===== src/rtl/param_divider_if.sv =====
// Operand/result handshake bundle for param_divider.
// When DIV_SIGNED_EN is defined the bundle also carries the in_signed select.
interface param_divider_if #(
  parameter int W = 8
);
  logic         in_valid;
  logic         in_ready;
  logic [W-1:0] dividend;
  logic [W-1:0] divisor;
`ifdef DIV_SIGNED_EN
  logic         in_signed;
`endif
  logic         out_valid;
  logic         out_ready;
  logic [W-1:0] quotient;
  logic [W-1:0] remainder;
  logic         div_by_zero;

  // Producer/consumer side of the divider.
  modport master (
    output in_valid,
    input  in_ready,
    output dividend,
    output divisor,
`ifdef DIV_SIGNED_EN
    output in_signed,
`endif
    input  out_valid,
    output out_ready,
    input  quotient,
    input  remainder,
    input  div_by_zero
  );

  // Divider side.
  modport slave (
    input  in_valid,
    output in_ready,
    input  dividend,
    input  divisor,
`ifdef DIV_SIGNED_EN
    input  in_signed,
`endif
    output out_valid,
    input  out_ready,
    output quotient,
    output remainder,
    output div_by_zero
  );
endinterface


===== src/rtl/param_divider.sv =====
// Sequential restoring divider, one quotient bit per clock, valid/ready on
// both sides. A zero divisor skips the iteration and reports div_by_zero.
// Optional signed mode is built only when DIV_SIGNED_EN is defined; the core
// always divides magnitudes and the signs are applied on the way into DONE.
//
// state | meaning
// IDLE  | in_ready high, waiting for operands
// CALC  | shifting in one quotient bit per cycle, W cycles total
// DONE  | result held with out_valid high until out_ready
module param_divider #(
  parameter  int W  = 8,
  localparam int CW = $clog2(W + 1)
) (
  input  logic           clk,
  input  logic           rst,
  param_divider_if.slave bus
);

  typedef enum logic [1:0] {
    S_IDLE = 2'd0,
    S_CALC = 2'd1,
    S_DONE = 2'd2
  } state_t;

  state_t        state_q, state_d;
  logic [W-1:0]  prem_q, prem_d;
  logic [W-1:0]  shf_q, shf_d;
  logic [W-1:0]  dvsr_q, dvsr_d;
  logic [CW-1:0] cnt_q, cnt_d;
  logic [W-1:0]  quot_q, quot_d;
  logic [W-1:0]  remd_q, remd_d;
  logic          dbz_q, dbz_d;

  logic [W:0]    shifted;
  logic          ge;
  logic [W-1:0]  prem_next;
  logic [W-1:0]  quot_next;
  logic [W-1:0]  quot_fix;
  logic [W-1:0]  rem_fix;
  logic [W-1:0]  dvd_mag;
  logic [W-1:0]  dsr_mag;

  // One restoring step. The compare is W+1 bits wide so a divisor with its
  // MSB set is handled; when ge holds the true difference is below the
  // divisor, so its low W bits are exact.
  assign shifted   = {prem_q, shf_q[W-1]};
  assign ge        = (shifted >= {1'b0, dvsr_q});
  assign prem_next = ge ? (shifted[W-1:0] - dvsr_q) : shifted[W-1:0];
  assign quot_next = {shf_q[W-2:0], ge};

`ifdef DIV_SIGNED_EN
  logic neg_quot_q, neg_quot_d;
  logic neg_rem_q, neg_rem_d;
  logic dvd_neg, dsr_neg;

  assign dvd_neg  = bus.in_signed & bus.dividend[W-1];
  assign dsr_neg  = bus.in_signed & bus.divisor[W-1];
  assign dvd_mag  = dvd_neg ? (~bus.dividend + 1'b1) : bus.dividend;
  assign dsr_mag  = dsr_neg ? (~bus.divisor + 1'b1) : bus.divisor;
  // -2^(W-1) / -1 yields magnitude 2^(W-1), which reads back as -2^(W-1).
  assign quot_fix = neg_quot_q ? (~quot_next + 1'b1) : quot_next;
  assign rem_fix  = neg_rem_q ? (~prem_next + 1'b1) : prem_next;

  // Sign flags captured at acceptance, held through CALC.
  always_ff @(posedge clk or posedge rst) begin
    if (rst) begin
      neg_quot_q <= 1'b0;
      neg_rem_q  <= 1'b0;
    end else begin
      neg_quot_q <= neg_quot_d;
      neg_rem_q  <= neg_rem_d;
    end
  end

  // Sign flags load only on a non-zero-divisor acceptance.
  always_comb begin
    neg_quot_d = neg_quot_q;
    neg_rem_d  = neg_rem_q;
    if (state_q == S_IDLE && bus.in_valid && bus.divisor != '0) begin
      neg_quot_d = dvd_neg ^ dsr_neg;
      neg_rem_d  = dvd_neg;
    end
  end
`else
  assign dvd_mag  = bus.dividend;
  assign dsr_mag  = bus.divisor;
  assign quot_fix = quot_next;
  assign rem_fix  = prem_next;
`endif

  // State and datapath registers; reset discards any in-flight operation.
  always_ff @(posedge clk or posedge rst) begin
    if (rst) begin
      state_q <= S_IDLE;
      prem_q  <= '0;
      shf_q   <= '0;
      dvsr_q  <= '0;
      cnt_q   <= '0;
      quot_q  <= '0;
      remd_q  <= '0;
      dbz_q   <= 1'b0;
    end else begin
      state_q <= state_d;
      prem_q  <= prem_d;
      shf_q   <= shf_d;
      dvsr_q  <= dvsr_d;
      cnt_q   <= cnt_d;
      quot_q  <= quot_d;
      remd_q  <= remd_d;
      dbz_q   <= dbz_d;
    end
  end

  // Next-state and datapath update.
  always_comb begin
    state_d = state_q;
    prem_d  = prem_q;
    shf_d   = shf_q;
    dvsr_d  = dvsr_q;
    cnt_d   = cnt_q;
    quot_d  = quot_q;
    remd_d  = remd_q;
    dbz_d   = dbz_q;
    unique case (state_q)
      S_IDLE: begin
        if (bus.in_valid) begin
          if (bus.divisor == '0) begin
            quot_d  = '1;
            remd_d  = bus.dividend;
            dbz_d   = 1'b1;
            state_d = S_DONE;
          end else begin
            prem_d  = '0;
            shf_d   = dvd_mag;
            dvsr_d  = dsr_mag;
            cnt_d   = CW'(W);
            dbz_d   = 1'b0;
            state_d = S_CALC;
          end
        end
      end
      S_CALC: begin
        prem_d = prem_next;
        shf_d  = quot_next;
        cnt_d  = cnt_q - CW'(1);
        if (cnt_q == CW'(1)) begin
          quot_d  = quot_fix;
          remd_d  = rem_fix;
          state_d = S_DONE;
        end
      end
      S_DONE: begin
        if (bus.out_ready) begin
          state_d = S_IDLE;
        end
      end
      default: state_d = S_IDLE;
    endcase
  end

  assign bus.in_ready    = (state_q == S_IDLE);
  assign bus.out_valid   = (state_q == S_DONE);
  assign bus.quotient    = quot_q;
  assign bus.remainder   = remd_q;
  assign bus.div_by_zero = dbz_q;

endmodule


===== src/flat_wrapper.sv =====
// flat-port wrapper written by rule: the top's interface ports become plain ports
module param_divider_flat 
#(
  parameter  int W  = 8,
  localparam int CW = $clog2(W + 1)
)
  (clk, rst, bus_in_valid, bus_in_ready, bus_dividend, bus_divisor, bus_out_valid, bus_out_ready, bus_quotient, bus_remainder, bus_div_by_zero);
  param_divider_if #(.W(W)) bus_i ();
  input  logic clk;
  input  logic rst;
  input wire logic [$bits(bus_i.in_valid)-1:0] bus_in_valid;
  output wire logic [$bits(bus_i.in_ready)-1:0] bus_in_ready;
  input wire logic [$bits(bus_i.dividend)-1:0] bus_dividend;
  input wire logic [$bits(bus_i.divisor)-1:0] bus_divisor;
  output wire logic [$bits(bus_i.out_valid)-1:0] bus_out_valid;
  input wire logic [$bits(bus_i.out_ready)-1:0] bus_out_ready;
  output wire logic [$bits(bus_i.quotient)-1:0] bus_quotient;
  output wire logic [$bits(bus_i.remainder)-1:0] bus_remainder;
  output wire logic [$bits(bus_i.div_by_zero)-1:0] bus_div_by_zero;
  assign bus_i.in_valid = bus_in_valid;
  assign bus_in_ready = bus_i.in_ready;
  assign bus_i.dividend = bus_dividend;
  assign bus_i.divisor = bus_divisor;
  assign bus_out_valid = bus_i.out_valid;
  assign bus_i.out_ready = bus_out_ready;
  assign bus_quotient = bus_i.quotient;
  assign bus_remainder = bus_i.remainder;
  assign bus_div_by_zero = bus_i.div_by_zero;
  param_divider #(.W(W)) u_core (.clk(clk), .rst(rst), .bus(bus_i));
endmodule

===== config.mk =====
export PLATFORM = sky130hd
export DESIGN_NAME = param_divider_flat
export DESIGN_NICKNAME = d
export VERILOG_FILES = /design/src/rtl/param_divider_if.sv /design/src/rtl/param_divider.sv /design/src/flat_wrapper.sv
export SDC_FILE = /design/constraint.sdc
export NUM_CORES = 1
export LEC_CHECK = 0
export CAP_MARGIN = 20
export CORE_MARGIN = 1.5
export CORE_UTILIZATION = 48
export DETAILED_ROUTE_END_ITERATION = 6
export PLACE_DENSITY_LB_ADDON = 0.15
export SYNTH_ARGS = -nofsm -noshare
export SYNTH_HDL_FRONTEND = slang
export SYNTH_SLANG_ARGS = --single-unit

===== constraint.sdc =====
create_clock -name clk -period 1.9 [get_ports clk]
set_input_delay 0.19 -clock clk [delete_from_list [all_inputs] [get_ports clk]]
set_output_delay 0.19 -clock clk [all_outputs]
set_load 0.03 [all_outputs]

==> metrics.md <==
| Metric | Value |
|---|---|
| Status | complete, but fails checks |
| Failing checks | negative setup slack |
| Reg-to-reg startpoint | u_core.prem_q[5] |
| Fin nets | around 380 |
| Vias/cell | ~5.5 |
| Pins Over Slew Limit | 0 |
| Met3 Use GR | 0.0602 |
| Hold Crit Class | in -> async |
| Synth area leaders | dfrtp_1, nand2_1, nor2_1 |
| Avg Inst Size Synth | 9.18 um2 |
| Sequential area share after synthesis | 0.475 |
| Final hold vios | 0 |
| Power per standard cell area | about 2300 mW/mm2 |
| Worst slew margin | 0.617 |
| CTS tree | done |
| Reg2reg end | u_core.bus.remainder[4] |
| GRT overflow | 0 |
| TritonCTS Buffers | 5 |
| Clock Latency Late Sink | 0.31 ns |
| Mapped Area | between 0.002 and 0.0025 mm2 |
| Gr busiest metal | met2 |
| Static Leak | ~1.6 nW |
| Global-route wire length before repair | around 11 mm |
| Worst setup margin | -0.191 ns |
| Initial Utilization | 0.511 |
| Sw Pwr | approximately 0.0037 W |
| Internal power | ~0.0046 W |
| Vias in the first global route | 2309 |
| Post-synth top flop | dfrtp_1 |
| Synthesized net count | about 300 |
| Fillcell total | about 370 |
| Worst Setup SP | u_core.prem_q[5] |
| Required @ worst endpoint | roughly 2.2 ns |
| Final clock skew | between 0.01 and 0.015 ns |
| Logic pwr share | 0.697 |
| Final Non-Filler Cells | ~420 |
| Die area | between 0.005 and 0.006 mm2 |
| # port buffers | 38 |
| Synth Register Bits | 47 |
| Worst slew pin tran | 0.574 ns |
| Row count | 25 |
| WL/cell | 16.4 um |
| CTS sink cnt | 47 |
| First drt pass iteration count | 4 |
| Number of placed instances, taps included | between 400 and 500 |
| Tot GR Track Use | 0.258 |
| Sw frac | 0.445 |
| Post-route DRC | 0 |
| Top Ports | 39 |
| Synth unique cells | 44 |
| Crit path kind | reg -> reg |
| Synth warnings | 0 |
| Unrepaired setup endpoints after global routing | yes |
| Sequential share of power | 0.222 |
| Final setup fails | 18 |
| Post-synth EDFFs | 0 |
| Minimum clock period | about 2.1 ns |
| Clock-pin slew on the worst setup and hold paths | ~0.10 ns |
| Crit path capture type | flop |
| Yosys top cell by area | dfrtp_1 |
| Area of the multi-input gates | 0.00143 mm2 |
| Worst Setup EP | u_core.bus.remainder[4] |
| Share of the synthesized area in the top cell type | 0.475 |
| Tcrit/Tclk final | 1.10 |
| Clock share of power | 0.080 |
| Post-synth ARST share | 1.00 |
| CTS max path bufs | 2 |
| Mapped Cells | 270 |
| Layout overhead on the synthesized area | 46.0% |
| Largest net degree at the start of global routing | 29 |
| Detailed-route via count | 2301 |
| Register-to-register path setup slack | -0.19 ns |
| Initial antenna violation count | 0 |
| Met2 Use GR | 0.453 |
| Routed wire length | just under 7 mm |
| Maximum vdd drop | ~0.0014 V |
| Post-DRT Antenna Nets | 0 |
| Iteration-0 DRC Markers | 127 |
| Arr. time, crit path | between 2 and 2.5 ns |
| Routability cong. | 0.792 |
| Layout cells sized above 1 | 0.268 |
| Crit Path Max Fanout | 7 |
| R2R depth | 8 |
| Post-detail-place hpwl | between 4 and 5 mm |
| Core area | a little under 0.005 mm2 |
| CTS root buffer | clkbuf_8 |
| Die width | about 75 um |
| DIE HEIGHT | 74.8 um |
| # Max-Cap Violations | 0 |
| Met1 usage | 0.327 |
| Register cell area after layout | 0.00118 mm2 |
| Dpl ws | -0.217 ns |
| F_max | 478 MHz |
| Htree depth | 2 |
| CP Launch Type | flop |
| Ant. Diodes | 0 |
## cells in the mapped netlist, drive strengths merged (2+ instances only)
cell type,count
dfrtp,47
nand2,46
nor2,37
a21oi,19
o21ai,16
inv,15
a31oi,10
ha,10
buf,7
a21o,5
mux2i,5
nand3,5
nor2b,4
o22ai,4
xor2,4
clkbuf,3
mux2,3
nand2b,3
nor3,3
a21boi,2
and2,2
nor4,2
o22a,2
or3,2
## final cells by class
type / count / area share
Clock inverter: 2 / 0.00450
Clock buffer: 6 / 0.0228
Inverter: 15 / 0.0156
Multi-Input combinational cell: 198 / 0.396
Timing Repair Buffer: 83 / 0.212
Tap cell: 67 / 0.0232
Sequential cell: 47 / 0.325
## cells in the final DEF (no fill, tap or decap), types with 3 or more instances in the layout
master / synthesis / routed
a31oi_1: 9 / 7
buf_6: 1 / 3
a31oi_4: 1 / 3
nor2_1: 37 / 36
xor2_1: 4 / 4
inv_2: 0 / 4
buf_4: 0 / 38
dfrtp_1: 47 / 47
mux2i_4: 0 / 3
nor2b_1: 4 / 3
nand3_1: 4 / 4
a21oi_1: 18 / 13
clkdlybuf4s50_1: 0 / 37
nor3_1: 3 / 3
ha_4: 0 / 4
inv_1: 15 / 11
ha_1: 10 / 6
a21o_1: 5 / 5
a21oi_2: 1 / 6
o21ai_1: 2 / 3
o21ai_0: 14 / 12
nand2_1: 46 / 45
clkbuf_8: 0 / 6
mux2_4: 0 / 3
## registers in the layout, indices dropped and copies added, names as in the netlist
| name | count |
|---|---|
| u_core.bus.div_by_zero | 1 |
| u_core.bus.quotient | 8 |
| u_core.bus.remainder | 8 |
| u_core.cnt_q | 4 |
| u_core.dvsr_q | 8 |
| u_core.prem_q | 8 |
| u_core.shf_q | 8 |
| u_core.state_q | 2 |
## power groups by stage
stage          Combinational [W]  Clock [W]  Sequential [W]
2_1_floorplan            0.00263          0         0.00207
3_3_place_gp             0.00427          0         0.00180
3_5_place_dp             0.00438          0         0.00181
4_1_cts                  0.00492   0.000673         0.00181
5_1_grt                  0.00621   0.000702         0.00188
6_report                 0.00573   0.000660         0.00183
## worst min-delay path by stage
| stage | startpoint | to | slack, ns | cells past startpoint |
|---|---|---|---|---|
| 2_1_floorplan | bus_divisor[0] | u_core.dvsr_q[0] | 0.30 | 2 |
| 3_3_place_gp | u_core.bus.div_by_zero | u_core.bus.div_by_zero | 0.47 | 2 |
| 3_5_place_dp | u_core.bus.div_by_zero | u_core.bus.div_by_zero | 0.48 | 2 |
| 4_1_cts | rst | u_core.bus.quotient[1] | 0.20 | 2 |
| 5_1_grt | rst | u_core.bus.quotient[1] | 0.23 | 2 |
| 6_report | rst | u_core.bus.quotient[1] | 0.20 | 2 |
## timing repair
action | 4_1_cts | 5_1_grt
resized for setup | 20 | 23
hold endpoints to repair | 0 | 0
cloned | 0 | 0
pin swaps | 8 | 8
hold buffers | 0 | 0
buffers inserted | 4 | 4
endpoints found under the setup margin | 17 | 32
## metrics by stage
step / hold WS, ns / utilization / cell area (um2) / TNS [ns] / total power, W
CTS: 0.203 / 0.712 / 3450 / -1.87 / 0.00740
finish: 0.204 / 0.746 / 3620 / -2.42 / 0.00822
global placement: 0.467 / 0.667 / 3230 / -2.24 / 0.00607
detailed placement: 0.480 / 0.667 / 3230 / -3.07 / 0.00620
floorplan: 0.295 / - / 2530 / 0 / 0.00469
global route: 0.233 / 0.746 / 3620 / -3.10 / 0.00879
## worst max-delay path: stages, from the launching register on
cell and delay [ns]:
dfrtp_1 0.41, ha_1 0.33, a21oi_1 0.28, o21ai_1 0.15
a31oi_4 0.19, buf_12 0.16, buf_4 0.13, mux2i_4 0.24
o22a_1 0.14
## per-layer routing
metal	part of all wire	routed length [um]
met1	0.42	2910
met5	0	0
met4	0.012	85
met2	0.51	3520
met3	0.051	352
## cells by family after synthesis
kind of cell / share of synthesized area
AO/OA/AOI/OAI: 0.171
XOR/XNOR: 0.0177
adder cells (fa/ha/maj): 0.0586
buffers and inverters: 0.0439
flip-flops: 0.475
multiplexers: 0.0338
AND/OR/NAND/NOR: 0.200
Power figures use the tool's default switching activity.
